--- src/rtl/ex_bneck_wmem_ctrl_if.sv ---
// ex_bneck_wmem_ctrl_if
// Bundles every signal between the bneck expansion weight-memory sequencer
// and its surroundings: EX layer commands, the load stream handshake, the
// weight stream to the PE array, status, and the shared memory controls.
//   slave  : the sequencer (drives ld_ready, w_valid/w_last, status, mem_*)
//   master : the layer controller / stream / PE side (drives commands,
//            ld_valid, w_ready)
interface ex_bneck_wmem_ctrl_if #(
    parameter int IDX_W = 10
);
    logic             load_start;
    logic [IDX_W-1:0] load_base;
    logic [IDX_W-1:0] load_count;
    logic             ld_valid;
    logic             ld_ready;
    logic             fetch_start;
    logic [IDX_W-1:0] fetch_base;
    logic [IDX_W-1:0] fetch_count;
    logic             w_valid;
    logic             w_ready;
    logic             w_last;
    logic             busy;
    logic             done;
    logic             cmd_err;
    logic [IDX_W-1:0] mem_index;
    logic             mem_en;
    logic             mem_rd;
    logic             mem_wr;

    modport slave (
        input  load_start, load_base, load_count, ld_valid,
        input  fetch_start, fetch_base, fetch_count, w_ready,
        output ld_ready, w_valid, w_last, busy, done, cmd_err,
        output mem_index, mem_en, mem_rd, mem_wr
    );

    modport master (
        output load_start, load_base, load_count, ld_valid,
        output fetch_start, fetch_base, fetch_count, w_ready,
        input  ld_ready, w_valid, w_last, busy, done, cmd_err,
        input  mem_index, mem_en, mem_rd, mem_wr
    );
endinterface

--- src/rtl/ex_bneck_wmem_ctrl.sv ---
// ex_bneck_wmem_ctrl
// Sequencer for the bneck 1x1 expansion weight memory. All 256 memory
// segments share one row index, so this block owns index/en/rd/wr and runs
// two commands: LOAD (write rows from a valid/ready stream) and FETCH
// (stream rows to the PE array under valid/ready backpressure). Data buses
// bypass this block entirely.
// Ports:
//   clk  - rising-edge clock
//   rst  - asynchronous active-high reset
//   bus  - ex_bneck_wmem_ctrl_if.slave: commands, ld_valid/ld_ready,
//          w_valid/w_ready/w_last, busy/done/cmd_err, mem_index/en/rd/wr
module ex_bneck_wmem_ctrl #(
    parameter int HEIGHT = 657,
    parameter int IDX_W  = 10
) (
    input  logic                 clk,
    input  logic                 rst,
    ex_bneck_wmem_ctrl_if.slave  bus
);

    typedef enum logic [1:0] {S_IDLE, S_LOAD, S_FETCH} state_t;

    state_t           state;
    state_t           state_nxt;
    logic [IDX_W-1:0] ptr;
    logic [IDX_W-1:0] rem;
    logic             w_valid_q;
    logic             w_last_q;
    logic             done_q;
    logic             cmd_err_q;

    logic             load_ok;
    logic             fetch_ok;
    logic             ld_ready_c;
    logic             wr_c;
    logic             issue;
    logic             last_load;
    logic             last_fetch;

    // Range check: sum is one bit wider so base+count cannot wrap past HEIGHT.
    function automatic logic cmd_ok(input logic [IDX_W-1:0] base,
                                    input logic [IDX_W-1:0] count);
        logic [IDX_W:0] sum;
        sum = {1'b0, base} + {1'b0, count};
        return (count != '0) && (sum <= (IDX_W+1)'(HEIGHT));
    endfunction

    assign load_ok  = cmd_ok(bus.load_base, bus.load_count);
    assign fetch_ok = cmd_ok(bus.fetch_base, bus.fetch_count);

    assign last_load  = (state == S_LOAD) && bus.ld_valid && (rem == IDX_W'(1));
    assign last_fetch = (state == S_FETCH) && w_valid_q && bus.w_ready && w_last_q;

    always_ff @(posedge clk or posedge rst) begin
        if (rst) state <= S_IDLE;
        else     state <= state_nxt;
    end

    always_comb begin
        state_nxt = state;
        case (state)
            S_IDLE: begin
                // load_start has priority; a simultaneous fetch_start is dropped.
                if (bus.load_start) begin
                    if (load_ok) state_nxt = S_LOAD;
                end else if (bus.fetch_start && fetch_ok) begin
                    state_nxt = S_FETCH;
                end
            end
            S_LOAD:  if (last_load)  state_nxt = S_IDLE;
            S_FETCH: if (last_fetch) state_nxt = S_IDLE;
            default: state_nxt = S_IDLE;
        endcase
    end

    always_comb begin
        ld_ready_c = (state == S_LOAD);
        wr_c       = (state == S_LOAD) && bus.ld_valid;
        // A new read may go out only if the output slot is empty or draining now.
        issue      = (state == S_FETCH) && (rem != '0) && (!w_valid_q || bus.w_ready);
    end

    always_ff @(posedge clk or posedge rst) begin
        if (rst) begin
            ptr       <= '0;
            rem       <= '0;
            w_valid_q <= 1'b0;
            w_last_q  <= 1'b0;
            done_q    <= 1'b0;
            cmd_err_q <= 1'b0;
        end else begin
            done_q    <= last_load || last_fetch;
            cmd_err_q <= (state == S_IDLE) &&
                         (bus.load_start ? !load_ok : (bus.fetch_start && !fetch_ok));

            if (state == S_IDLE) begin
                if (bus.load_start) begin
                    if (load_ok) begin
                        ptr <= bus.load_base;
                        rem <= bus.load_count;
                    end
                end else if (bus.fetch_start && fetch_ok) begin
                    ptr <= bus.fetch_base;
                    rem <= bus.fetch_count;
                end
            end else if (wr_c || issue) begin
                ptr <= ptr + IDX_W'(1);
                rem <= rem - IDX_W'(1);
            end

            // Memory data_out is valid the cycle after a read and holds while
            // mem_rd is low, so w_valid simply tracks issue vs. acceptance.
            if (issue) begin
                w_valid_q <= 1'b1;
                w_last_q  <= (rem == IDX_W'(1));
            end else if (bus.w_ready) begin
                w_valid_q <= 1'b0;
                w_last_q  <= 1'b0;
            end
        end
    end

    assign bus.ld_ready  = ld_ready_c;
    assign bus.w_valid   = w_valid_q;
    assign bus.w_last    = w_last_q;
    assign bus.busy      = (state != S_IDLE);
    assign bus.done      = done_q;
    assign bus.cmd_err   = cmd_err_q;
    assign bus.mem_index = ptr;
    assign bus.mem_en    = wr_c || issue;
    assign bus.mem_rd    = issue;
    assign bus.mem_wr    = wr_c;

endmodule

--- src/flat_wrapper.sv ---
// flat-port wrapper written by rule: the top's interface ports become plain ports
module ex_bneck_wmem_ctrl_flat 
#(
    parameter int HEIGHT = 657,
    parameter int IDX_W  = 10
)
  (clk, rst, bus_load_start, bus_load_base, bus_load_count, bus_ld_valid, bus_fetch_start, bus_fetch_base, bus_fetch_count, bus_w_ready, bus_ld_ready, bus_w_valid, bus_w_last, bus_busy, bus_done, bus_cmd_err, bus_mem_index, bus_mem_en, bus_mem_rd, bus_mem_wr);
  ex_bneck_wmem_ctrl_if #(.IDX_W(IDX_W)) bus_i ();
  input  logic clk;
  input  logic rst;
  input wire logic [$bits(bus_i.load_start)-1:0] bus_load_start;
  input wire logic [$bits(bus_i.load_base)-1:0] bus_load_base;
  input wire logic [$bits(bus_i.load_count)-1:0] bus_load_count;
  input wire logic [$bits(bus_i.ld_valid)-1:0] bus_ld_valid;
  input wire logic [$bits(bus_i.fetch_start)-1:0] bus_fetch_start;
  input wire logic [$bits(bus_i.fetch_base)-1:0] bus_fetch_base;
  input wire logic [$bits(bus_i.fetch_count)-1:0] bus_fetch_count;
  input wire logic [$bits(bus_i.w_ready)-1:0] bus_w_ready;
  output wire logic [$bits(bus_i.ld_ready)-1:0] bus_ld_ready;
  output wire logic [$bits(bus_i.w_valid)-1:0] bus_w_valid;
  output wire logic [$bits(bus_i.w_last)-1:0] bus_w_last;
  output wire logic [$bits(bus_i.busy)-1:0] bus_busy;
  output wire logic [$bits(bus_i.done)-1:0] bus_done;
  output wire logic [$bits(bus_i.cmd_err)-1:0] bus_cmd_err;
  output wire logic [$bits(bus_i.mem_index)-1:0] bus_mem_index;
  output wire logic [$bits(bus_i.mem_en)-1:0] bus_mem_en;
  output wire logic [$bits(bus_i.mem_rd)-1:0] bus_mem_rd;
  output wire logic [$bits(bus_i.mem_wr)-1:0] bus_mem_wr;
  assign bus_i.load_start = bus_load_start;
  assign bus_i.load_base = bus_load_base;
  assign bus_i.load_count = bus_load_count;
  assign bus_i.ld_valid = bus_ld_valid;
  assign bus_i.fetch_start = bus_fetch_start;
  assign bus_i.fetch_base = bus_fetch_base;
  assign bus_i.fetch_count = bus_fetch_count;
  assign bus_i.w_ready = bus_w_ready;
  assign bus_ld_ready = bus_i.ld_ready;
  assign bus_w_valid = bus_i.w_valid;
  assign bus_w_last = bus_i.w_last;
  assign bus_busy = bus_i.busy;
  assign bus_done = bus_i.done;
  assign bus_cmd_err = bus_i.cmd_err;
  assign bus_mem_index = bus_i.mem_index;
  assign bus_mem_en = bus_i.mem_en;
  assign bus_mem_rd = bus_i.mem_rd;
  assign bus_mem_wr = bus_i.mem_wr;
  ex_bneck_wmem_ctrl #(.HEIGHT(HEIGHT), .IDX_W(IDX_W)) u_core (.clk(clk), .rst(rst), .bus(bus_i));
endmodule
--- config.mk ---
export PLATFORM = sky130hd
export DESIGN_NAME = ex_bneck_wmem_ctrl_flat
export DESIGN_NICKNAME = d
export VERILOG_FILES = /design/src/rtl/ex_bneck_wmem_ctrl_if.sv /design/src/rtl/ex_bneck_wmem_ctrl.sv /design/src/flat_wrapper.sv
export SDC_FILE = /design/constraint.sdc
export NUM_CORES = 1
export LEC_CHECK = 0
export ABC_CLOCK_PERIOD_IN_PS = 2500
export BUFFER_PORTS_ARGS = -buffer_cell sky130_fd_sc_hd__buf_2
export CORE_MARGIN = 2
export CORE_UTILIZATION = 30
export DETAILED_ROUTE_END_ITERATION = 7
export PLACE_DENSITY_LB_ADDON = 0.12
export SYNTH_ARGS = -nofsm -noshare
export SYNTH_HDL_FRONTEND = slang
export SYNTH_SLANG_ARGS = --single-unit
--- constraint.sdc ---
create_clock -name clk -period 2.5 [get_ports clk]
set_input_delay 0.5 -clock clk [delete_from_list [all_inputs] [get_ports clk]]
set_output_delay 0.5 -clock clk [all_outputs]
set_load 0.02 [all_outputs]
Word-level counts from Yosys, hierarchy flattened

Index checks and enable logic that the tools add are counted.

Bits in registers: 26
Bits in latches: 0
Memory bits (writable): 0
Bits in read-only memories: 0
Input bits: 46
Output and inout bits: 19
Memories kept: 0

Add/subtract/negate cells: 4
Multipliers: 0
Div/mod/pow operators: 0
Order comparisons: 2
Equal/unequal tests: 7
Shift-type cells: 0
Multiplexer cells: 20
Bitwise logic cells: 0
Reduce and logical (&&, ||, !) cells: 27

Operators by type and width:

| operator              | number |
|---|---|
| $mux 10               | 10 |
| $reduce_bool 10->1    | 3 |
| $add 10x10->11        | 2 |
| $le 11x10->1 const B  | 2 |
| $logic_and 1x1->1     | 12 |
| $add 10x1->10 const B | 1 |
| $eq 10x1->1 const B   | 1 |
| $mux 2                | 5 |
| $sub 10x1->10 const B | 1 |
| $ne 3x2->1 const B    | 2 |
| $pmux 2 s3            | 1 |
| $reduce_bool 2->1     | 3 |
| $mux 1                | 4 |
| $ne 2x1->1 const B    | 2 |
| $reduce_and 4->1      | 1 |
| $logic_not 1->1       | 3 |
| $logic_or 1x1->1      | 3 |
| $reduce_and 3->1      | 1 |
| $eq 2x1->1 const B    | 1 |
| $eq 2x2->1 const B    | 1 |
| $logic_not 2->1       | 1 |

Logic depth before layout (Yosys ltp)

Word-level depth: 7
Mapped depth: 13
Mapped depth without buffers: 11

Worst setup path before layout

No wires, ideal clock.

Path type: input to register
From: input bus_fetch_count[3]
To: register u_core.ptr[1] (netlist: u_core.bus.mem_index[1])
Setup time: 0.125 ns
Data arrival time: 3.206 ns
Required time: 2.375 ns
Path slack: -0.831 ns
Cell stages on the path: 9
Path buffers: 0
Path through: ha_1 a21oi_1 o22ai_1 or4b_2 a31o_2 a211oi_1 o211ai_1 a211oi_4 mux2_4

Cells in the longest elaborated chain, start to end: 6
Elaborated cells on any way between the ends: 7
Those cells by class: 1 x add/sub; 1 x order compare; 1 x eq/ne; 4 x reduce/logical

RTL lines:

| element                        | line                      | RTL |
|---|---|---|
| start: declaration             | flat_wrapper.sv:17        | `input wire logic [$bits(bus_i.fetch_count)-1:0] bus_fetch_count;` |
| $add 10x10->11                 | ex_bneck_wmem_ctrl.sv:44  | `sum = {1'b0, base} + {1'b0, count};` |
| $le 11x10->1                   | ex_bneck_wmem_ctrl.sv:45  | `return (count != '0) && (sum <= (IDX_W+1)'(HEIGHT));` |
| $logic_and 1x1->1 (*)          | ex_bneck_wmem_ctrl.sv:45  |  |
| $logic_and 1x1->1 (*)          | ex_bneck_wmem_ctrl.sv:102 | `end else if (bus.fetch_start && fetch_ok) begin` |
| $ne 3x2->1 (no line) (*)       | -                         |  |
| $reduce_and 3->1 (no line) (*) | -                         |  |
| end signal: assignment         | ex_bneck_wmem_ctrl.sv:99  | `ptr <= bus.load_base;` |
| end signal: assignment         | ex_bneck_wmem_ctrl.sv:103 | `ptr <= bus.fetch_base;` |
| end signal: assignment         | ex_bneck_wmem_ctrl.sv:107 | `ptr <= ptr + IDX_W'(1);` |
| end: declaration               | ex_bneck_wmem_ctrl.sv:25  | `logic [IDX_W-1:0] ptr;` |

Every way passes the cells marked *; elsewhere a longest branch is shown, timed or not.
A chain may end at the register's enable or synchronous reset.

Worst setup path after layout

Ends and elaborated chain as after synthesis.

==> run metrics <==
reg-to-reg startpoint=u_core.rem[2]; Worst path top cell family by delay=compound AO/OA/AOI/OAI gates; kind of critical path=in2reg; sort of element at the end of the critical path=flip-flop; Die Y-Extent=around 100 um; Clock Sink Count=26; buffers and inverters on the worst path=3; Yosys warning total=0; remaining global-route overflow=0; worst vdd ir=slightly below 400 uV; Inst Count DP=about 640; count of routing violations after the opening detailed-route iteration=about 130; startpoint of the worst setup timing path=bus_fetch_count[3]; maximum number of pins on one net before global-route repair=28; share of the yosys chip area belonging to registers=0.2145; flop and latch count out of synthesis=26; Post-CTS Hold Fix Bufs=0; starting density of the core=0.3103; slack of the worst reg-to-reg path=roughly 260 ps; total iterations of the first detailed-routing run=4; Floorplan Core Area=between 0.009 and 0.01 mm2; number of maximum-capacitance constraint violations=0; CTS clock-pin slew for the worst setup and hold paths=100 ps; Hold/Removal Path Class=in2async; post-route setup slack=-442.6 ps; status=finished, violations left; sequential share of power=0.322; cell chain of the critical path=buf_8 > ha_4 > a21oi_4 > o22ai_2 > or4b_4 > a31o_4 > a211oi_4 > o211ai_1 > buf_4 > a211oi_4 > buf_6 > mux2_4; CTS buffer count=3; Net Count, Synth=around 440; total via count in the routed design=around 3500; weighted congestion at the end of routability-driven global placement=between 0.8 and 0.9; IO Port Bufs=64; Clock Tree Buf Depth=2; transition time at the pin with the least slew margin=around 750 ps; worst hold-check slack=roughly 260 ps; Routed wire per std cell=around 17 um; commonest non-fill, non-tap cell in the layout=sky130_fd_sc_hd__buf_4; Post-Syn Area=0.003033 mm2; mean area per synthesized cell=a little over 8 um2; commonest cells after routing, fill and taps aside=sky130_fd_sc_hd__buf_4 (89), sky130_fd_sc_hd__buf_2 (53), sky130_fd_sc_hd__a21oi_1 (32); number of H-tree levels=1; initial antenna violation count=0; WL final=11140 um; highest attainable clock frequency=approximately 0.34 GHz; clock group share of total power=0.120; Final Critical Period=2943 ps; worst clock skew=slightly below 7 ps; headroom to the max-slew limit=0.4968; Root Buffer=sky130_fd_sc_hd__clkbuf_8; TritonCTS clock tree=yes; first-pass GRT wire length=about 18000 um; via count of the first global-routing pass=3493; highest net fanout along the worst path=4; CP max stage cell=sky130_fd_sc_hd__or4b_4; cell-internal power=~0.0014 W; number of distinct library cell variants in the gate-level netlist after synthesis=64; Vias/cell=5.354; unrepaired setup endpoints after global routing=true; share of flip-flops with an asynchronous set or reset=1.000; final cycle utilization of the critical path=1.177; data arrival time of the worst path=just over 3000 ps; Pwr Total=0.002378 W; fraction of final layout cells with drive strength greater than 1=0.4507; final hold violations=0; antenna diode instance count=0; violated checks=negative setup slack; switching share of power=0.4242; maximum cell stage delay along the critical path=500 ps; later-pin clock latency in the skew report=between 200 and 300 ps; number of slew-limit violations in the final report=0; power density of the placed cells=slightly above 500 mW/mm2; chip width=roughly 100 um; Row Count=36; number of setup violations in the final report=23; detailed placement HPWL=8714 um; flip-flop cell with the highest count after synthesis=sky130_fd_sc_hd__dfrtp_1; Switching Power=roughly 0.0010 W; combinational share of power=0.558; fin cells=between 600 and 700; count of boundary I/O pins=65; number of flops mapped to enable cells by yosys=0; GRT Total Usage=0.2029; Antenna Nets Post-Route=0; most numerous cell on the critical path=sky130_fd_sc_hd__a211oi_4; type of element launching the critical path=primary input; worst endpoint required time=~2700 ps; DRC viols=0; # nets final=just under 600; number of standard cells after synthesis=roughly 370; leakage component of the power=around 2.1 nW; Area Overhead vs Synth=55.03%; die footprint=~0.011 mm2
[power by group through the flow]
stage	Combinational, W	Sequential (W)	Clock [W]
3_5_place_dp	0.00119	0.000736	0
3_3_place_gp	0.00118	0.000735	0
5_1_grt	0.00144	0.000791	0.000311
4_1_cts	0.00125	0.000737	0.000294
2_1_floorplan	0.000676	0.000792	0
6_report	0.00133	0.000765	0.000285
[flip-flops by register name, summed over array words and instances, names as in the netlist]
register / count
u_core.bus.mem_index: 10
u_core.bus.done: 1
u_core.rem: 10
u_core.bus.w_valid: 1
u_core.bus.w_last: 1
u_core.state: 2
u_core.bus.cmd_err: 1
[metal layers]
layer / share of wire / up-vias / GRT usage
met5: 0 / - / 0
met4: 0.017 / 0 / 0.03668
met3: 0.038 / 13 / 0.02371
met2: 0.47 / 78 / 0.3478
met1: 0.48 / 1663 / 0.2764
li1: - / 1726 / -
[worst register-to-register path, cell delays in order, from the launching register on]
cell and delay (ps):
sky130_fd_sc_hd__dfrtp_1 480, sky130_fd_sc_hd__nor4_4 330, sky130_fd_sc_hd__and4_2 310, sky130_fd_sc_hd__a22o_1 140
sky130_fd_sc_hd__a22o_1 170, sky130_fd_sc_hd__buf_12 180, sky130_fd_sc_hd__a211oi_4 60, sky130_fd_sc_hd__buf_6 170
sky130_fd_sc_hd__buf_4 150, sky130_fd_sc_hd__a2bb2oi_1 170
[Yosys cell counts (3+ instances only)]
| library cell | n | area share |
|---|---|---|
| sky130_fd_sc_hd__dfrtp_1 | 26 | 0.21 |
| sky130_fd_sc_hd__o221ai_1 | 3 | 0.0087 |
| sky130_fd_sc_hd__nor4_1 | 4 | 0.0082 |
| sky130_fd_sc_hd__o21a_1 | 4 | 0.0099 |
| sky130_fd_sc_hd__a211oi_1 | 8 | 0.020 |
| sky130_fd_sc_hd__or4_1 | 4 | 0.0099 |
| sky130_fd_sc_hd__o21ai_0 | 25 | 0.041 |
| sky130_fd_sc_hd__nand3_1 | 11 | 0.018 |
| sky130_fd_sc_hd__clkbuf_1 | 12 | 0.015 |
| sky130_fd_sc_hd__inv_1 | 23 | 0.028 |
| sky130_fd_sc_hd__a32o_1 | 6 | 0.020 |
| sky130_fd_sc_hd__o2bb2ai_1 | 4 | 0.012 |
| sky130_fd_sc_hd__mux2_2 | 5 | 0.019 |
| sky130_fd_sc_hd__and2_1 | 4 | 0.0082 |
| sky130_fd_sc_hd__buf_1 | 3 | 0.0037 |
| sky130_fd_sc_hd__and3_1 | 4 | 0.0082 |
| sky130_fd_sc_hd__a2bb2oi_1 | 14 | 0.040 |
| sky130_fd_sc_hd__nand2b_1 | 4 | 0.0082 |
| sky130_fd_sc_hd__xnor2_1 | 5 | 0.014 |
| sky130_fd_sc_hd__o21bai_1 | 5 | 0.012 |
| sky130_fd_sc_hd__a21o_1 | 6 | 0.015 |
| sky130_fd_sc_hd__nor3_1 | 8 | 0.013 |
| sky130_fd_sc_hd__mux2i_1 | 18 | 0.059 |
| sky130_fd_sc_hd__o211ai_1 | 6 | 0.015 |
| sky130_fd_sc_hd__a21oi_1 | 39 | 0.064 |
| sky130_fd_sc_hd__o22ai_1 | 3 | 0.0062 |
| sky130_fd_sc_hd__nand2_1 | 18 | 0.022 |
| sky130_fd_sc_hd__a22o_1 | 6 | 0.017 |
| sky130_fd_sc_hd__ha_1 | 23 | 0.095 |
| sky130_fd_sc_hd__nor2b_1 | 4 | 0.0082 |
| sky130_fd_sc_hd__nor2_1 | 24 | 0.030 |
[timing repair]
| item | in CTS | in global routing |
|---|---|---|
| pin swaps | 14 | 7 |
| gates resized for setup | 45 | 35 |
| buffers inserted | 7 | 2 |
| setup endpoints to repair | 24 | 25 |
| gates cloned | 2 | 0 |
[worst paths after layout]
path | endpoint | cells after the start
max in group asynchronous | u_core.bus.mem_index[3] | 3
setup reg to reg | u_core.bus.mem_index[5] | 9
min in group clk | u_core.bus.cmd_err | 3
setup / recovery | u_core.bus.mem_index[1] | 12
hold reg to reg | u_core.rem[9] | 2
hold / removal | u_core.rem[7] | 3
[cell families (layout without fill, tap and decap cells)]
family | Yosys count | after routing | synth area share
flops | 26 | 26 | 0.2145
compound gates | 149 | 149 | 0.3449
fa+ha+maj | 25 | 25 | 0.1081
xor+xnor | 6 | 6 | 0.01733
buf+inv | 41 | 187 | 0.05404
mux | 24 | 24 | 0.08292
simple gates | 100 | 100 | 0.1782
[per-stage QoR]
| stage | cell area (um2) | TNS [ps] | setup WS (ps) | utilization |
|---|---|---|---|---|
| after floorplan | 3188 | -8930 | -558.7 | - |
| after global placement | 4245 | -16140 | -789.9 | 0.4343 |
| after detailed placement | 4245 | -16930 | -837.2 | 0.4343 |
| after CTS | 4551 | -7109 | -404.8 | 0.4656 |
| after global routing | 4702 | -9786 | -527.3 | 0.4811 |
| final | 4702 | -7655 | -442.6 | 0.4811 |
[layout make-up]
cell class,instances,area [um2]
clock buffer,4,55.05
fill,990,5072
inverter,23,86.33
multi-input combinational,304,2580
sequential,26,650.6
tap,133,166.4
timing repair buffer,160,1164
Power figures use the tool's default switching activity.
